### config.mk
export PLATFORM = sky130hd
export DESIGN_NAME = paddle_ctrl_flat
export DESIGN_NICKNAME = d
export VERILOG_FILES = /design/src/rtl/paddle_ctrl_if.sv /design/src/rtl/paddle_ctrl.sv /design/src/flat_wrapper.sv
export SDC_FILE = /design/constraint.sdc
export NUM_CORES = 1
export LEC_CHECK = 0
export ABC_CLOCK_PERIOD_IN_PS = 3700
export BUFFER_PORTS_ARGS = -buffer_cell sky130_fd_sc_hd__buf_2
export CORE_UTILIZATION = 35
export CTS_BUF_LIST = sky130_fd_sc_hd__clkbuf_8
export CTS_CLUSTER_SIZE = 12
export DETAILED_ROUTE_END_ITERATION = 12
export GPL_TIMING_DRIVEN = 0
export SLEW_MARGIN = 20
export SYNTH_ARGS = -nofsm -noshare
export SYNTH_HDL_FRONTEND = slang
export SYNTH_SLANG_ARGS = --single-unit
### constraint.sdc
create_clock -name clk -period 3.7 [get_ports clk]
set_input_delay 0.74 -clock clk [delete_from_list [all_inputs] [get_ports clk]]
set_output_delay 0.74 -clock clk [all_outputs]
set_load 0.05 [all_outputs]
### src/rtl/paddle_ctrl_if.sv
// rtl/paddle_ctrl_if.sv - paddle controller frame/button inputs and position outputs
// Ports (master drives inputs, slave is the controller):
//   frame_tick, enable, btn_up, btn_down : master -> slave
//   paddle_y[Y_W], moving, at_top, at_bottom : slave -> master
interface paddle_ctrl_if #(
    parameter int Y_W = 10
) ();
    logic           frame_tick;
    logic           enable;
    logic           btn_up;
    logic           btn_down;
    logic [Y_W-1:0] paddle_y;
    logic           moving;
    logic           at_top;
    logic           at_bottom;

    modport master (
        output frame_tick, enable, btn_up, btn_down,
        input  paddle_y, moving, at_top, at_bottom
    );

    modport slave (
        input  frame_tick, enable, btn_up, btn_down,
        output paddle_y, moving, at_top, at_bottom
    );
endinterface

### src/rtl/paddle_ctrl.sv
// rtl/paddle_ctrl.sv - per-frame paddle position with slow/fast acceleration and clamping
// Ports:
//   clk   : system clock
//   rst_n : asynchronous reset, active low (paddle returns to mid-screen)
//   bus   : paddle_ctrl_if.slave (frame_tick/enable/buttons in, position/status out)
module paddle_ctrl #(
    parameter int SCREEN_H    = 480,
    parameter int PADDLE_H    = 80,
    parameter int SLOW_STEP   = 2,
    parameter int FAST_STEP   = 6,
    parameter int HOLD_FRAMES = 15,
    parameter int Y_W         = 10
) (
    input  logic          clk,
    input  logic          rst_n,
    paddle_ctrl_if.slave  bus
);
    localparam int YMAX_I = SCREEN_H - PADDLE_H;
    localparam int HC_W   = $clog2(HOLD_FRAMES + 1);

    localparam logic [Y_W:0]  YMAX = (Y_W+1)'(YMAX_I);
    localparam logic [Y_W:0]  HOME = (Y_W+1)'(YMAX_I / 2);
    localparam logic [Y_W:0]  SLOW = (Y_W+1)'(SLOW_STEP);
    localparam logic [Y_W:0]  FAST = (Y_W+1)'(FAST_STEP);
    localparam logic [HC_W-1:0] HOLD = HC_W'(HOLD_FRAMES);

    typedef enum logic [1:0] {IDLE, SLOW_S, FAST_S} state_t;

    state_t          state_q, state_d;
    logic [HC_W-1:0] hold_q, hold_d;
    logic            dir_q;          // 1 = down
    logic [Y_W-1:0]  y_q;
    logic            moving_q;

    logic            dir_valid;
    logic            dir_dn;
    logic [Y_W:0]    step;
    logic [Y_W:0]    y_ext;
    logic [Y_W:0]    y_sum;
    logic [Y_W:0]    y_d;

    // Both or neither button pressed decodes to "no direction".
    assign dir_valid = bus.btn_up ^ bus.btn_down;
    assign dir_dn    = bus.btn_down;
    assign y_ext     = {1'b0, y_q};
    assign y_sum     = y_ext + step;

    always_comb begin
        state_d = state_q;
        hold_d  = hold_q;
        step    = '0;
        y_d     = y_ext;
        if (!dir_valid) begin
            state_d = IDLE;
            hold_d  = '0;
        end else if (state_q == IDLE || dir_dn != dir_q) begin
            // Fresh press or reversal always restarts the slow phase.
            state_d = SLOW_S;
            hold_d  = HC_W'(1);
            step    = SLOW;
        end else if (state_q == SLOW_S) begin
            step = SLOW;
            if (hold_q != HOLD) begin
                hold_d = hold_q + HC_W'(1);
            end
            if (hold_q + HC_W'(1) == HOLD) begin
                state_d = FAST_S;
            end
        end else begin
            step = FAST;
        end

        // One extra bit of headroom so neither direction can wrap before clamping.
        if (dir_valid) begin
            if (dir_dn) begin
                y_d = (y_sum > YMAX) ? YMAX : y_sum;
            end else begin
                y_d = (y_ext < step) ? '0 : y_ext - step;
            end
        end
    end

    always_ff @(posedge clk or negedge rst_n) begin
        if (!rst_n) begin
            state_q  <= IDLE;
            hold_q   <= '0;
            dir_q    <= 1'b0;
            y_q      <= HOME[Y_W-1:0];
            moving_q <= 1'b0;
        end else if (!bus.enable) begin
            // Disable acts on every cycle, not just ticks; position is frozen.
            state_q  <= IDLE;
            hold_q   <= '0;
            moving_q <= 1'b0;
        end else if (bus.frame_tick) begin
            state_q  <= state_d;
            hold_q   <= hold_d;
            if (dir_valid) begin
                dir_q <= dir_dn;
            end
            y_q      <= y_d[Y_W-1:0];
            moving_q <= (y_d != y_ext);
        end
    end

    assign bus.paddle_y  = y_q;
    assign bus.moving    = moving_q;
    assign bus.at_top    = (y_q == '0);
    assign bus.at_bottom = (y_ext == YMAX);
endmodule

### src/flat_wrapper.sv
// flat-port wrapper written by rule: the top's interface ports become plain ports
module paddle_ctrl_flat 
#(
    parameter int SCREEN_H    = 480,
    parameter int PADDLE_H    = 80,
    parameter int SLOW_STEP   = 2,
    parameter int FAST_STEP   = 6,
    parameter int HOLD_FRAMES = 15,
    parameter int Y_W         = 10
)
  (clk, rst_n, bus_frame_tick, bus_enable, bus_btn_up, bus_btn_down, bus_paddle_y, bus_moving, bus_at_top, bus_at_bottom);
  paddle_ctrl_if #(.Y_W(Y_W)) bus_i ();
  input  logic clk;
  input  logic rst_n;
  input wire logic [$bits(bus_i.frame_tick)-1:0] bus_frame_tick;
  input wire logic [$bits(bus_i.enable)-1:0] bus_enable;
  input wire logic [$bits(bus_i.btn_up)-1:0] bus_btn_up;
  input wire logic [$bits(bus_i.btn_down)-1:0] bus_btn_down;
  output wire logic [$bits(bus_i.paddle_y)-1:0] bus_paddle_y;
  output wire logic [$bits(bus_i.moving)-1:0] bus_moving;
  output wire logic [$bits(bus_i.at_top)-1:0] bus_at_top;
  output wire logic [$bits(bus_i.at_bottom)-1:0] bus_at_bottom;
  assign bus_i.frame_tick = bus_frame_tick;
  assign bus_i.enable = bus_enable;
  assign bus_i.btn_up = bus_btn_up;
  assign bus_i.btn_down = bus_btn_down;
  assign bus_paddle_y = bus_i.paddle_y;
  assign bus_moving = bus_i.moving;
  assign bus_at_top = bus_i.at_top;
  assign bus_at_bottom = bus_i.at_bottom;
  paddle_ctrl #(.SCREEN_H(SCREEN_H), .PADDLE_H(PADDLE_H), .SLOW_STEP(SLOW_STEP), .FAST_STEP(FAST_STEP), .HOLD_FRAMES(HOLD_FRAMES), .Y_W(Y_W)) u_core (.clk(clk), .rst_n(rst_n), .bus(bus_i));
endmodule
After elaboration in Yosys (flattened, before gate mapping)

Cells that the tools add are included.

RAM bits: 0
Output and inout bits: 13
Latch bits: 0
Bits in registers: 18
Memory bits (read-only): 0
Bits of input ports: 6
Memories kept: 0
Logic and storage cells: 49

Div/mod/pow operators: 0
Multipliers: 0
Add/sub/neg operators: 3
Shifts and indexed selects: 0
Reductions and logical operators: 7
Mux-type cells: 21
Bitwise gates (word level): 1
$lt $le $gt $ge: 2
Equality and inequality tests: 10

Operators by type and width:

| operator                                                       | number |
|---|---|
| two-way mux 11 bit                                             | 6 |
| two-way mux 4 bit                                              | 6 |
| inequality test 4 bit, second input constant                   | 4 |
| two-way mux 2 bit                                              | 6 |
| adder 10 x 11 -> 11 bit                                        | 1 |
| greater-than comparator 11 x 9 -> 1 bit, second input constant | 1 |
| < comparator 10 x 11 -> 1 bit                                  | 1 |
| inequality test 11 x 10 -> 1 bit                               | 1 |
| subtractor 10 x 11 -> 11 bit                                   | 1 |
| == test 10 x 9 -> 1 bit, second input constant                 | 1 |
| zero test 10 bit                                               | 1 |
| AND reduction 3 bit                                            | 3 |
| adder 4 x 1 -> 4 bit, second input constant                    | 1 |
| == test 4 bit, second input constant                           | 1 |
| two-way mux 3 bit                                              | 1 |
| == test 2 x 1 -> 1 bit, second input constant                  | 1 |
| zero test 2 bit                                                | 1 |
| two-way mux 1 bit                                              | 2 |
| inequality test 2 bit, second input constant                   | 1 |
| AND reduction 2 bit                                            | 1 |
| logical OR 1 bit                                               | 1 |
| inequality test 1 bit                                          | 1 |
| XOR 1 bit                                                      | 1 |

Longest topological paths before layout

Word-level depth: 12
Mapped depth: 16
Mapped depth without buffers: 13

Worst setup path before layout

Ideal clock, no wire load.

Path type: input -> register
Start point: in bus_btn_up
End point: reg u_core.moving_q (netlist: u_core.bus.moving)
Path slack: -0.227 ns
Cell stages on the path: 16
Arrival: 3.788 ns
Data required time: 3.560 ns
Setup time: 0.140 ns
Buffers on the path: 3
Path through: clkbuf_1 nand2b_1 nand2_1 clkbuf_8 ha_1 inv_1 fa_1 buf_6 nor2b_4 mux2_2 a222oi_1 o21ai_1 a211oi_2 o221ai_1 o21ai_1 a41oi_2

Word-level cells in the longest chain between the ends: 10
Elaborated cells between the ends (all ways): 13
Those cells by class: add/sub (2); order compare (2); eq/ne (1); mux (7); bitwise (1)

Ends and longest elaborated chain:

| element                                 | line               | source |
|---|---|---|
| start, declared                         | flat_wrapper.sv:17 | `input wire logic [$bits(bus_i.btn_up)-1:0] bus_btn_up;` |
| XOR 1 bit *                             | paddle_ctrl.sv:43  | `assign dir_valid = bus.btn_up ^ bus.btn_down;` |
| two-way mux 11 bit                      | paddle_ctrl.sv:53  | `if (!dir_valid) begin` |
| adder 10 x 11 -> 11 bit                 | paddle_ctrl.sv:46  | `assign y_sum = y_ext + step;` |
| greater-than comparator 11 x 9 -> 1 bit | paddle_ctrl.sv:76  | `y_d = (y_sum > YMAX) ? YMAX : y_sum;` |
| two-way mux 11 bit                      | paddle_ctrl.sv:76  |  |
| two-way mux 11 bit                      | paddle_ctrl.sv:75  | `if (dir_dn) begin` |
| two-way mux 11 bit *                    | paddle_ctrl.sv:74  | `if (dir_valid) begin` |
| inequality test 11 x 10 -> 1 bit *      | paddle_ctrl.sv:102 | `moving_q <= (y_d != y_ext);` |
| two-way mux 1 bit *                     | paddle_ctrl.sv:95  | `end else if (bus.frame_tick) begin` |
| two-way mux 1 bit *                     | paddle_ctrl.sv:90  | `end else if (!bus.enable) begin` |
| end signal, assigned                    | paddle_ctrl.sv:102 |  |
| end, declared                           | paddle_ctrl.sv:33  | `logic moving_q;` |

Every way passes the cells marked *; elsewhere a longest branch is shown, timed or not. The select of a mux whose other input is x is not followed.
A chain may end at the register's enable or synchronous reset.

Worst setup path after layout

Start point: in bus_btn_down
End point: reg u_core.moving_q (netlist: u_core.bus.moving)

Word-level cells in the longest chain between the ends: 12
Elaborated cells between the ends (all ways): 16
Those cells by class: add/sub (2); order compare (2); eq/ne (2); mux (8); bitwise (1); reduce/logical (1)

Ends and longest elaborated chain:

| element                                 | line               | source |
|---|---|---|
| start, declared                         | flat_wrapper.sv:18 | `input wire logic [$bits(bus_i.btn_down)-1:0] bus_btn_down;` |
| inequality test 1 bit                   | paddle_ctrl.sv:56  | `end else if (state_q == IDLE \|\| dir_dn != dir_q) begin` |
| logical OR 1 bit                        | paddle_ctrl.sv:56  |  |
| two-way mux 11 bit                      | paddle_ctrl.sv:56  |  |
| two-way mux 11 bit                      | paddle_ctrl.sv:53  |  |
| adder 10 x 11 -> 11 bit                 | paddle_ctrl.sv:46  |  |
| greater-than comparator 11 x 9 -> 1 bit | paddle_ctrl.sv:76  |  |
| two-way mux 11 bit                      | paddle_ctrl.sv:76  |  |
| two-way mux 11 bit                      | paddle_ctrl.sv:75  |  |
| two-way mux 11 bit *                    | paddle_ctrl.sv:74  |  |
| inequality test 11 x 10 -> 1 bit *      | paddle_ctrl.sv:102 |  |
| two-way mux 1 bit *                     | paddle_ctrl.sv:95  |  |
| two-way mux 1 bit *                     | paddle_ctrl.sv:90  |  |

Marked as above.

==> run summary <==
synth top area cells -> dfrtp_1 (19%), nand2_1 (4.7%), o21ai_0 (4.0%)
worst endpoint data arrival time -> 3.73 ns
FMAX -> 279 MHz
Initial Util -> 0.362
vias per cell -> 5.91
I/O Buffers -> 17
clock root buffer -> clkbuf_8
Avg Cell Area, Syn -> 7.87 um^2
wire per inst -> 16.5 um
largest net degree at the start of global routing -> 19
Hold/Removal Path Class -> primary input to async pin
post-synthesis cell area -> 1990 um^2
status -> finished clean
Req. time, crit path -> 3.84 ns
io pins -> 19
CTS buffer count -> 3
Final setup violation count -> 0
max-cap check violation count -> 0
Final Cycle Share -> 0.970
clock slew at reported path FFs -> 0.09 ns
Synth Net Count -> 267
Area Overhead vs Synth -> 23.1%
Leak -> 0.00100 uW
Synth top area share -> 0.189
RSZ-0062 raised after global routing -> no
Top FF cell, synth -> dfrtp_1
Netlist cell types -> 61
most frequent cells in the layout -> nand2_1 (23), nor2_1 (20), buf_2 (18), buf_4 (18), dfrtp_1 (15)
number of synthesized flops with an enable pin -> 0
layout cells sized above 1 -> 0.297
Critical Path Sink Type -> flop
CP startpoint kind -> primary input
commonest non-fill, non-tap cell in the layout -> nand2_1
vias in the first global route -> 1939
final net count -> 305
r2r setup slk -> 0.47 ns
worst-skew pair later-pin latency -> 0.26 ns
final hold viol count -> 0
# fillers -> 562
routed vias -> 2141
Final min period -> 3.59 ns
Yosys top cell by area -> dfrtp_1
Horiz. Die Dim -> 77.4 um
Synthesis Warnings -> 0
post-route setup TNS -> 0 ns
Post-Route WL -> 5970 um
HPWL after DPL -> 4180 um
core area -> 5510 um^2
first-pass GRT wire length -> 9450 um
CP Launch Point -> bus_btn_down
worst r2r dst -> u_core.bus.moving
R2R Path Start -> u_core.dir_q
slew margin rel. -> 0.507
grt ovf -> 0
Reg2Reg Depth -> 15
worst-margin pin slew -> 0.740 ns
share of the yosys chip area belonging to registers -> 0.228
row cnt -> 27
initial antenna violation count -> 0
DRT iter0 DRCs -> 187
total track usage -> 0.198
diodes inserted -> 0
critical path type -> primary input to flop
Async S/R FF share, synth -> 1.00
DIE AREA -> 5990 um^2
hold slack -> 0.412 ns
Slew Limit Fails -> 0
Routability Congestion -> 0.888
Seq cells post-synth -> 18
Final ANT Viol Nets -> 0
Worst Setup EP -> u_core.bus.moving
H-tree levels -> 1
Die Y-Extent -> 77.4 um
TritonCTS clock tree -> built
pwr dens -> 441 nW/um^2
Final Skew -> 0.00598 ns
worst-path maximum fanout -> 8
CTS max path bufs -> 2
DRC -> 0
Peak VDD IR -> 0.231 mV
clk sinks -> 18
Cells after Synth -> 253
DR pass1 iterations -> 5
## synthesized netlist by cell type, drive strengths merged (5+ instances only)
cell and number:
nand3 11, a31oi 7, or2 6, inv 14, nor2 21, o21a 5
o21ai 19, nor3 13, xnor2 5, o22ai 7, a21oi 14, dfrtp 15
clkbuf 7, nand2 25, ha 6, buf 7
## routing by layer
| metal | track usage | wire length [um] |
|---|---|---|
| met3 | 0.0271 | 409 |
| met4 | 0.0755 | 103 |
| met1 | 0.273 | 2650 |
| met5 | 0 | 0 |
| met2 | 0.313 | 2810 |
## area by class of cell
class	count	area, um^2	share of cell area
Multi-Input combinational cell	206	1430	0.582
Sequential cell	18	454	0.185
Timing Repair Buffer	33	208	0.0848
Buffer	15	164	0.0669
Tap cell	72	90.1	0.0368
Clock buffer	4	55.1	0.0225
Inverter	14	52.6	0.0215
## stage by stage
step	cell area, um^2	std cells	total power, uW	util	setup WS (ns)
finish	2450	362	1080	0.445	0.110
CTS	2320	350	1040	0.422	0.0171
global route	2450	362	1140	0.445	0.00775
global placement	2210	342	847	0.402	-0.720
detailed placement	2210	342	845	0.402	-0.679
floorplan	2040	253	718	-	0.00732
## flip-flops by register name, indices dropped and copies added (netlist names)
signal	cells
u_core.bus.paddle_y	10
u_core.bus.moving	1
u_core.dir_q	1
u_core.state_q	2
u_core.hold_q	4
## where the power goes
group / switching [uW] / leakage, uW / internal (uW)
Combinational: 386 / 0.000745 / 244
Sequential: 41.7 / 0.000229 / 232
Clock: 81.7 / 0.0000288 / 94.9
## worst min-delay path by stage
stage	from	to	slack, ns	cells after the start
2_1_floorplan	rst_n	u_core.bus.moving	0.44	0
3_3_place_gp	u_core.state_q[0]	u_core.state_q[0]	0.52	2
3_5_place_dp	u_core.state_q[0]	u_core.state_q[0]	0.52	2
4_1_cts	rst_n	u_core.bus.paddle_y[0]	0.43	1
5_1_grt	rst_n	u_core.bus.paddle_y[0]	0.44	1
6_report	rst_n	u_core.bus.paddle_y[0]	0.41	1
## worst max-delay path, cell delays in order
cell      delay [ns]
buf_4           0.15
nand2b_4        0.17
nand2_4         0.07
buf_8           0.13
ha_4            0.12
inv_1           0.05
fa_2            0.36
buf_6           0.15
nor2b_4         0.13
mux2_4          0.31
a222oi_1        0.36
buf_4           0.19
o21a_1          0.17
o21ai_0         0.13
mux2i_1         0.16
nor3_2          0.20
a41oi_2         0.13
## cells by family after synthesis
family / share of synthesized area
multiplexers: 0.0371
AND/OR/NAND/NOR: 0.282
XOR/XNOR: 0.0220
adder cells (fa/ha/maj): 0.0578
buffers and inverters: 0.0974
flip-flops: 0.228
AO/OA/AOI/OAI: 0.275
## what timing repair did
action	4_1_cts	5_1_grt
gates resized for setup	8	13
setup endpoints to repair	6	4
hold buffers	0	0
pin swaps	4	4
setup buffers	4	12
(Power assumes the default switching activity.)
